===== src/rtl/control_pkg.sv =====
// control_pkg: shared state encoding and mux-select encodings for control_unit.
// Contents: state_t (FSM states, exported on state_dbg), alu_op_t (ALU-class
// instruction latched at DECODE), and the op1/op2/immediate/write-address selects.
package control_pkg;

  typedef enum logic [3:0] {
    ST_RESET       = 4'd0,
    ST_FETCH       = 4'd1,
    ST_DECODE      = 4'd2,
    ST_BRANCH      = 4'd3,
    ST_BRZ         = 4'd4,
    ST_ALU_OP      = 4'd5,
    ST_MOV_LOAD    = 4'd6,
    ST_MOV_STEP    = 4'd7,
    ST_MOV_WAIT    = 4'd8,
    ST_PAUSE_START = 4'd9,
    ST_PAUSE_WAIT  = 4'd10,
    ST_ADVANCE     = 4'd11
  } state_t;

  // Single-cycle register-file instructions, captured at DECODE so the
  // ALU_OP outputs depend only on registered state.
  typedef enum logic [3:0] {
    ALU_NONE   = 4'd0,
    ALU_ADDI   = 4'd1,
    ALU_SUBI   = 4'd2,
    ALU_SR0    = 4'd3,
    ALU_SRH0   = 4'd4,
    ALU_CLR    = 4'd5,
    ALU_MOVA   = 4'd6,
    ALU_MOVR   = 4'd7,
    ALU_MOVRHS = 4'd8
  } alu_op_t;

  localparam logic [1:0] OP1_PC  = 2'd0;
  localparam logic [1:0] OP1_REG = 2'd1;
  localparam logic [1:0] OP1_R0  = 2'd2;
  localparam logic [1:0] OP1_POS = 2'd3;

  localparam logic [1:0] OP2_REG  = 2'd0;
  localparam logic [1:0] OP2_IMM  = 2'd1;
  localparam logic [1:0] OP2_ONE  = 2'd2;
  localparam logic [1:0] OP2_ZERO = 2'd3;

  localparam logic [1:0] IMM_BRANCH = 2'd0;
  localparam logic [1:0] IMM_ARITH  = 2'd1;
  localparam logic [1:0] IMM_NIBBLE = 2'd2;
  localparam logic [1:0] IMM_ZERO   = 2'd3;

  localparam logic [1:0] WA_FIELD0 = 2'd0;
  localparam logic [1:0] WA_FIELD1 = 2'd1;
  localparam logic [1:0] WA_POS    = 2'd2;
  localparam logic [1:0] WA_R0     = 2'd3;

  // alu_add_sub polarity
  localparam logic ALU_ADD = 1'b0;
  localparam logic ALU_SUB = 1'b1;

endpackage


===== src/rtl/control_unit_settle_timer.sv =====
// settle_timer: counts cycles spent in FETCH while the synchronous ROM settles.
// Ports: clk, reset_n (async active-low), active_i (FSM is in FETCH),
//        done_o (high in the last FETCH cycle; combinational from the count).
module settle_timer #(
  parameter int unsigned CYCLES = 1
) (
  input  logic clk,
  input  logic reset_n,
  input  logic active_i,
  output logic done_o
);

  // A zero setting still spends one cycle in FETCH.
  localparam int unsigned N = (CYCLES < 1) ? 1 : CYCLES;
  localparam int unsigned W = (N < 2) ? 1 : $clog2(N);
  localparam logic [W-1:0] LAST = W'(N - 1);

  logic [W-1:0] cnt_q, cnt_d;

  assign done_o = (cnt_q == LAST);

  always_comb begin
    cnt_d = cnt_q;
    if (!active_i) begin
      cnt_d = '0;
    end else if (!done_o) begin
      cnt_d = cnt_q + 1'b1;
    end
  end

  always_ff @(posedge clk or negedge reset_n) begin
    if (!reset_n) begin
      cnt_q <= '0;
    end else begin
      cnt_q <= cnt_d;
    end
  end

endmodule


===== src/rtl/control_unit.sv =====
// control_unit: Moore FSM sequencing fetch/decode/execute of a small
// motion-control ISA (branches, ALU ops, stepped position moves, pauses).
// Ports: clk, reset_n; decoded instruction flags and datapath status in;
// datapath strobes, 2-bit mux selects and state_dbg (current state) out.
module control_unit
  import control_pkg::*;
#(
  parameter int unsigned SETTLE_CYCLES = 1,
  parameter bit          STEP_SIGNED   = 1'b1
) (
  input  logic       clk,
  input  logic       reset_n,
  input  logic       br,
  input  logic       brz,
  input  logic       addi,
  input  logic       subi,
  input  logic       sr0,
  input  logic       srh0,
  input  logic       clr,
  input  logic       mov,
  input  logic       mova,
  input  logic       movr,
  input  logic       movrhs,
  input  logic       pause,
  input  logic       delay_done,
  input  logic       temp_is_positive,
  input  logic       temp_is_negative,
  input  logic       temp_is_zero,
  input  logic       register0_is_zero,
  output logic       write_reg_file,
  output logic       result_mux_select,
  output logic       start_delay_counter,
  output logic       enable_delay_counter,
  output logic       commit_branch,
  output logic       increment_pc,
  output logic       alu_add_sub,
  output logic       alu_set_low,
  output logic       alu_set_high,
  output logic       load_temp,
  output logic       increment_temp,
  output logic       decrement_temp,
  output logic [1:0] op1_mux_select,
  output logic [1:0] op2_mux_select,
  output logic [1:0] select_immediate,
  output logic [1:0] select_write_address,
  output logic [3:0] state_dbg
);

  state_t  state_q, state_d;
  alu_op_t alu_op_q, alu_op_d;
  logic    settle_done;
  logic    step_back;

  settle_timer #(.CYCLES(SETTLE_CYCLES)) u_settle (
    .clk      (clk),
    .reset_n  (reset_n),
    .active_i (state_q == ST_FETCH),
    .done_o   (settle_done)
  );

  // Move backwards only for a signed step count that is actually negative;
  // in unsigned mode every non-zero count steps forward.
  assign step_back = STEP_SIGNED && temp_is_negative && !temp_is_positive;

  assign state_dbg = state_q;

  always_comb begin
    state_d              = state_q;
    alu_op_d             = alu_op_q;
    write_reg_file       = 1'b0;
    result_mux_select    = 1'b0;
    start_delay_counter  = 1'b0;
    enable_delay_counter = 1'b0;
    commit_branch        = 1'b0;
    increment_pc         = 1'b0;
    alu_add_sub          = ALU_ADD;
    alu_set_low          = 1'b0;
    alu_set_high         = 1'b0;
    load_temp            = 1'b0;
    increment_temp       = 1'b0;
    decrement_temp       = 1'b0;
    op1_mux_select       = OP1_PC;
    op2_mux_select       = OP2_REG;
    select_immediate     = IMM_BRANCH;
    select_write_address = WA_FIELD0;

    case (state_q)
      ST_RESET: state_d = ST_FETCH;

      ST_FETCH: if (settle_done) state_d = ST_DECODE;

      ST_DECODE: begin
        alu_op_d = ALU_NONE;
        if (br)          state_d = ST_BRANCH;
        else if (brz)    state_d = ST_BRZ;
        else if (mov)    state_d = ST_MOV_LOAD;
        else if (pause)  state_d = ST_PAUSE_START;
        else begin
          state_d = ST_ALU_OP;
          if (addi)        alu_op_d = ALU_ADDI;
          else if (subi)   alu_op_d = ALU_SUBI;
          else if (sr0)    alu_op_d = ALU_SR0;
          else if (srh0)   alu_op_d = ALU_SRH0;
          else if (clr)    alu_op_d = ALU_CLR;
          else if (mova)   alu_op_d = ALU_MOVA;
          else if (movr)   alu_op_d = ALU_MOVR;
          else if (movrhs) alu_op_d = ALU_MOVRHS;
          else             state_d  = ST_ADVANCE;
        end
      end

      ST_BRANCH: begin
        commit_branch    = 1'b1;
        op1_mux_select   = OP1_PC;
        op2_mux_select   = OP2_IMM;
        select_immediate = IMM_BRANCH;
        alu_add_sub      = ALU_ADD;
        state_d          = ST_FETCH;
      end

      ST_BRZ: begin
        if (register0_is_zero) begin
          commit_branch    = 1'b1;
          op1_mux_select   = OP1_PC;
          op2_mux_select   = OP2_IMM;
          select_immediate = IMM_BRANCH;
          alu_add_sub      = ALU_ADD;
          state_d          = ST_FETCH;
        end else begin
          state_d = ST_ADVANCE;
        end
      end

      ST_ALU_OP: begin
        write_reg_file = 1'b1;
        state_d        = ST_ADVANCE;
        case (alu_op_q)
          ALU_ADDI, ALU_SUBI: begin
            op1_mux_select       = OP1_REG;
            op2_mux_select       = OP2_IMM;
            select_immediate     = IMM_ARITH;
            alu_add_sub          = (alu_op_q == ALU_SUBI) ? ALU_SUB : ALU_ADD;
            select_write_address = WA_FIELD1;
          end
          ALU_SR0, ALU_SRH0: begin
            alu_set_low          = (alu_op_q == ALU_SR0);
            alu_set_high         = (alu_op_q == ALU_SRH0);
            op2_mux_select       = OP2_IMM;
            select_immediate     = IMM_NIBBLE;
            select_write_address = WA_R0;
          end
          ALU_CLR: begin
            // Loading both nibbles from a zero immediate clears the register.
            alu_set_low          = 1'b1;
            alu_set_high         = 1'b1;
            op2_mux_select       = OP2_IMM;
            select_immediate     = IMM_ZERO;
            select_write_address = WA_FIELD0;
          end
          ALU_MOVA: begin
            op1_mux_select       = OP1_R0;
            op2_mux_select       = OP2_ZERO;
            select_write_address = WA_FIELD0;
          end
          ALU_MOVR: begin
            op1_mux_select       = OP1_REG;
            op2_mux_select       = OP2_ZERO;
            select_write_address = WA_FIELD0;
          end
          ALU_MOVRHS: begin
            op1_mux_select       = OP1_POS;
            op2_mux_select       = OP2_ZERO;
            select_write_address = WA_FIELD1;
          end
          default: write_reg_file = 1'b0;
        endcase
      end

      ST_MOV_LOAD: begin
        load_temp = 1'b1;
        state_d   = ST_MOV_STEP;
      end

      ST_MOV_STEP: begin
        if (temp_is_zero) begin
          state_d = ST_ADVANCE;
        end else begin
          // One position step per visit; temp counts toward zero and the
          // delay counter paces the next step.
          write_reg_file       = 1'b1;
          op1_mux_select       = OP1_POS;
          op2_mux_select       = OP2_ONE;
          select_write_address = WA_POS;
          alu_add_sub          = step_back ? ALU_SUB : ALU_ADD;
          increment_temp       = step_back;
          decrement_temp       = !step_back;
          start_delay_counter  = 1'b1;
          state_d              = ST_MOV_WAIT;
        end
      end

      ST_MOV_WAIT: begin
        enable_delay_counter = !delay_done;
        if (delay_done) state_d = ST_MOV_STEP;
      end

      ST_PAUSE_START: begin
        start_delay_counter = 1'b1;
        state_d             = ST_PAUSE_WAIT;
      end

      ST_PAUSE_WAIT: begin
        enable_delay_counter = !delay_done;
        if (delay_done) state_d = ST_ADVANCE;
      end

      ST_ADVANCE: begin
        increment_pc = 1'b1;
        state_d      = ST_FETCH;
      end

      default: state_d = ST_RESET;
    endcase
  end

  always_ff @(posedge clk or negedge reset_n) begin
    if (!reset_n) begin
      state_q  <= ST_RESET;
      alu_op_q <= ALU_NONE;
    end else begin
      state_q  <= state_d;
      alu_op_q <= alu_op_d;
    end
  end

endmodule


===== config.mk =====
export PLATFORM = sky130hd
export DESIGN_NAME = control_unit
export DESIGN_NICKNAME = d
export VERILOG_FILES = /design/src/rtl/control_pkg.sv /design/src/rtl/control_unit_settle_timer.sv /design/src/rtl/control_unit.sv
export SDC_FILE = /design/constraint.sdc
export NUM_CORES = 1
export LEC_CHECK = 0
export BUFFER_PORTS_ARGS = -buffer_cell sky130_fd_sc_hd__buf_2
export CORE_ASPECT_RATIO = 1.1
export CORE_MARGIN = 3
export CORE_UTILIZATION = 42
export DETAILED_ROUTE_END_ITERATION = 16
export GPL_TIMING_DRIVEN = 1
export PLACE_DENSITY = 0.85
export SLEW_MARGIN = 25
export SYNTH_ARGS = -nofsm -noshare
export SYNTH_HDL_FRONTEND = slang
export SYNTH_HIERARCHICAL = 1
export SYNTH_SLANG_ARGS = --single-unit

===== constraint.sdc =====
create_clock -name clk -period 1.4 [get_ports clk]
set_input_delay 0.07 -clock clk [delete_from_list [all_inputs] [get_ports clk]]
set_output_delay 0.07 -clock clk [all_outputs]
set_load 0.005 [all_outputs]

==> summary.txt <==
outcome = finished, violations left
failing checks = setup timing
Tcrit/Tclk final = 1.178
Port-buffer cells = 41
clock sinks = 8
clock slew at reported path FFs = 50 ps
skew final = 3.378 ps
final weighted congestion in routability-driven placement = 0.8664
final setup margin = -249.7 ps
fillcell total = 157
Core Area = 0.002106 mm²
CP arrival = 1580 ps
RSZ-0062 raised after global routing = true
number of vias per cell = 5.594
WP buf/inv = 2
Setup WS pre-CTS = -85.17 ps
Worst Path Max Fanout = 7
largest net degree at the start of global routing = 12
post-detailed-route count of antenna-violating nets = 0
# rows = 17
final net count = 217
crit path kind = reg2out
Pwr Total = 2.367 mW
Top Family by Delay on Critical Path = flip-flops
VDD IR-drop max = 1183 µV
final setup vio count = 23
Boundary Pins = 43
GRT overflow = 0
Wirelength per Cell = 14.96 µm
die area = 0.002956 mm²
Max Fclk = 606.2 MHz
yosys warns = 6
htree depth = 1
Total GRT Usage = 0.2313
register area = 209.0 µm²
DRC = 0
diode count = 0
PD cells = 1547 mW/mm²
final hold violation count = 0
CP cell instances = nand2b_4 -> buf_4 -> or2_4 -> o21bai_1 -> o21ai_0 -> buf_2
first-pass GRT wire length = 5285 µm
Crit-path slowest cell = dfrtp_2
Synth Area per Inst = 7.066 µm²
initial antenna violation count = 0
via count = 1253
Initial Util = 0.4664
Required @ worst endpoint = 1330 ps
number of global-route vias before repair = 1266
CP Launch Type = flip-flop
hold crit path type = in2reg
synthesized area = 982.2 µm²
Max-cap violations = 0
Largest stage delay, worst path = 450 ps
reg2reg setup slack = -130 ps
Die W = 52.11 µm
total wire length = 3350 µm
Synth Net Count = 158
root buf cell = clkbuf_4
crit end category = output pin
share of cells above drive strength 1 = 0.5408
worst-skew pair later-pin latency = 260 ps
Post-Syn Instances = 139
Pre-antenna DRT Iters = 4
clk buf depth = 2
CTS tree = done
CTS Buf Count = 3
HPWL after DPL = 2345 µm
Initial DRC Count = 26
area taken by multi-input logic gates = 819.5 µm²
area grow syn2layout = 55.80%
P_leak = 0.7483 nW
Max Slew Vio Count = 0
min Tclk post-route = 1650 ps
die outline height = 56.72 µm
[worst reg2reg max path: stages (launching register included)]
cell     delay, ps
dfrtp_2        440
buf_6          140
or4_1          490
o22ai_1        110
and2_1         150
o22ai_1         70
[cell usage in the layout, fill, tap and decap left out, types with 3 or more instances in the layout]
cell type / instances
buf_2: 41
nor2_1: 20
nor4_1: 3
buf_6: 7
a21oi_1: 10
o22ai_1: 3
o21bai_1: 3
dfrtp_2: 7
or3_4: 3
nor2b_1: 3
a21oi_2: 3
buf_4: 18
nor3_1: 3
o21ai_0: 7
nand2_1: 8
inv_1: 4
clkbuf_4: 3
nand2b_1: 3
nand2b_4: 7
[worst paths after layout]
check,endpoint,cells after the start,start
worst max-delay path,op2_mux_select[0],6,state_dbg[2]$_DFFE_PN0P_
worst min register to register,alu_op_q[3]$_DFFE_PN0P_,2,alu_op_q[3]$_DFFE_PN0P_
min in group asynchronous,state_dbg[3]$_DFFE_PN0P_,2,reset_n
max in group asynchronous,alu_op_q[0]$_DFFE_PN0P_,2,reset_n
worst max register to register,state_dbg[0]$_DFFE_PN0P_,5,state_dbg[0]$_DFFE_PN0P_
worst min-delay path,alu_op_q[3]$_DFFE_PN0P_,3,movrhs
[repair_timing]
item / in CTS / in global routing
hold endpoints to repair: 8 / 0
setup endpoints to repair: 24 / 27
pin swaps: 5 / 11
gates resized for setup: 18 / 26
setup buffers: 7 / 0
hold buffers: 1 / 0
[layer usage]
metal / share of wire / track usage / vias up
met3: 0.042 / 0.02122 / 16
met4: 0.032 / 0.1236 / 0
li1: - / - / 604
met2: 0.52 / 0.4111 / 55
met1: 0.40 / 0.2622 / 578
met5: 0 / 0 / -
[state kept, by name (all words and copies together), names as in the netlist]
name / cells
alu_op_q: 4
state_dbg: 4
[final cells by class]
cell class                 instances  area share
timing repair buffer              67      0.2805
multi-input combinational        114      0.5356
tap                               28     0.02289
sequential                         8      0.1365
clock buffer                       3     0.01472
inverter                           4    0.009812
[per-stage QoR]
stage	hold WS, ps	utilization	cells	TNS [ps]	instance area [µm²]
6_report	79.19	0.7267	224	-3373	1530
3_5_place_dp	-78.90	0.6043	213	-642.1	1272
2_1_floorplan	-225.6	-	139	-306.2	988.4
3_3_place_gp	-84.74	0.6043	213	-86.92	1272
4_1_cts	76.87	0.6744	224	-4192	1420
5_1_grt	94.27	0.7267	224	-5001	1530
[power breakdown]
group | total, mW | switching, mW | internal (mW)
clock | 0.179 | 0.0805 | 0.0982
combinational | 1.75 | 0.807 | 0.940
sequential | 0.442 | 0.129 | 0.313
total | 2.37 | 1.02 | 1.35
Power figures use the tool's default switching activity.
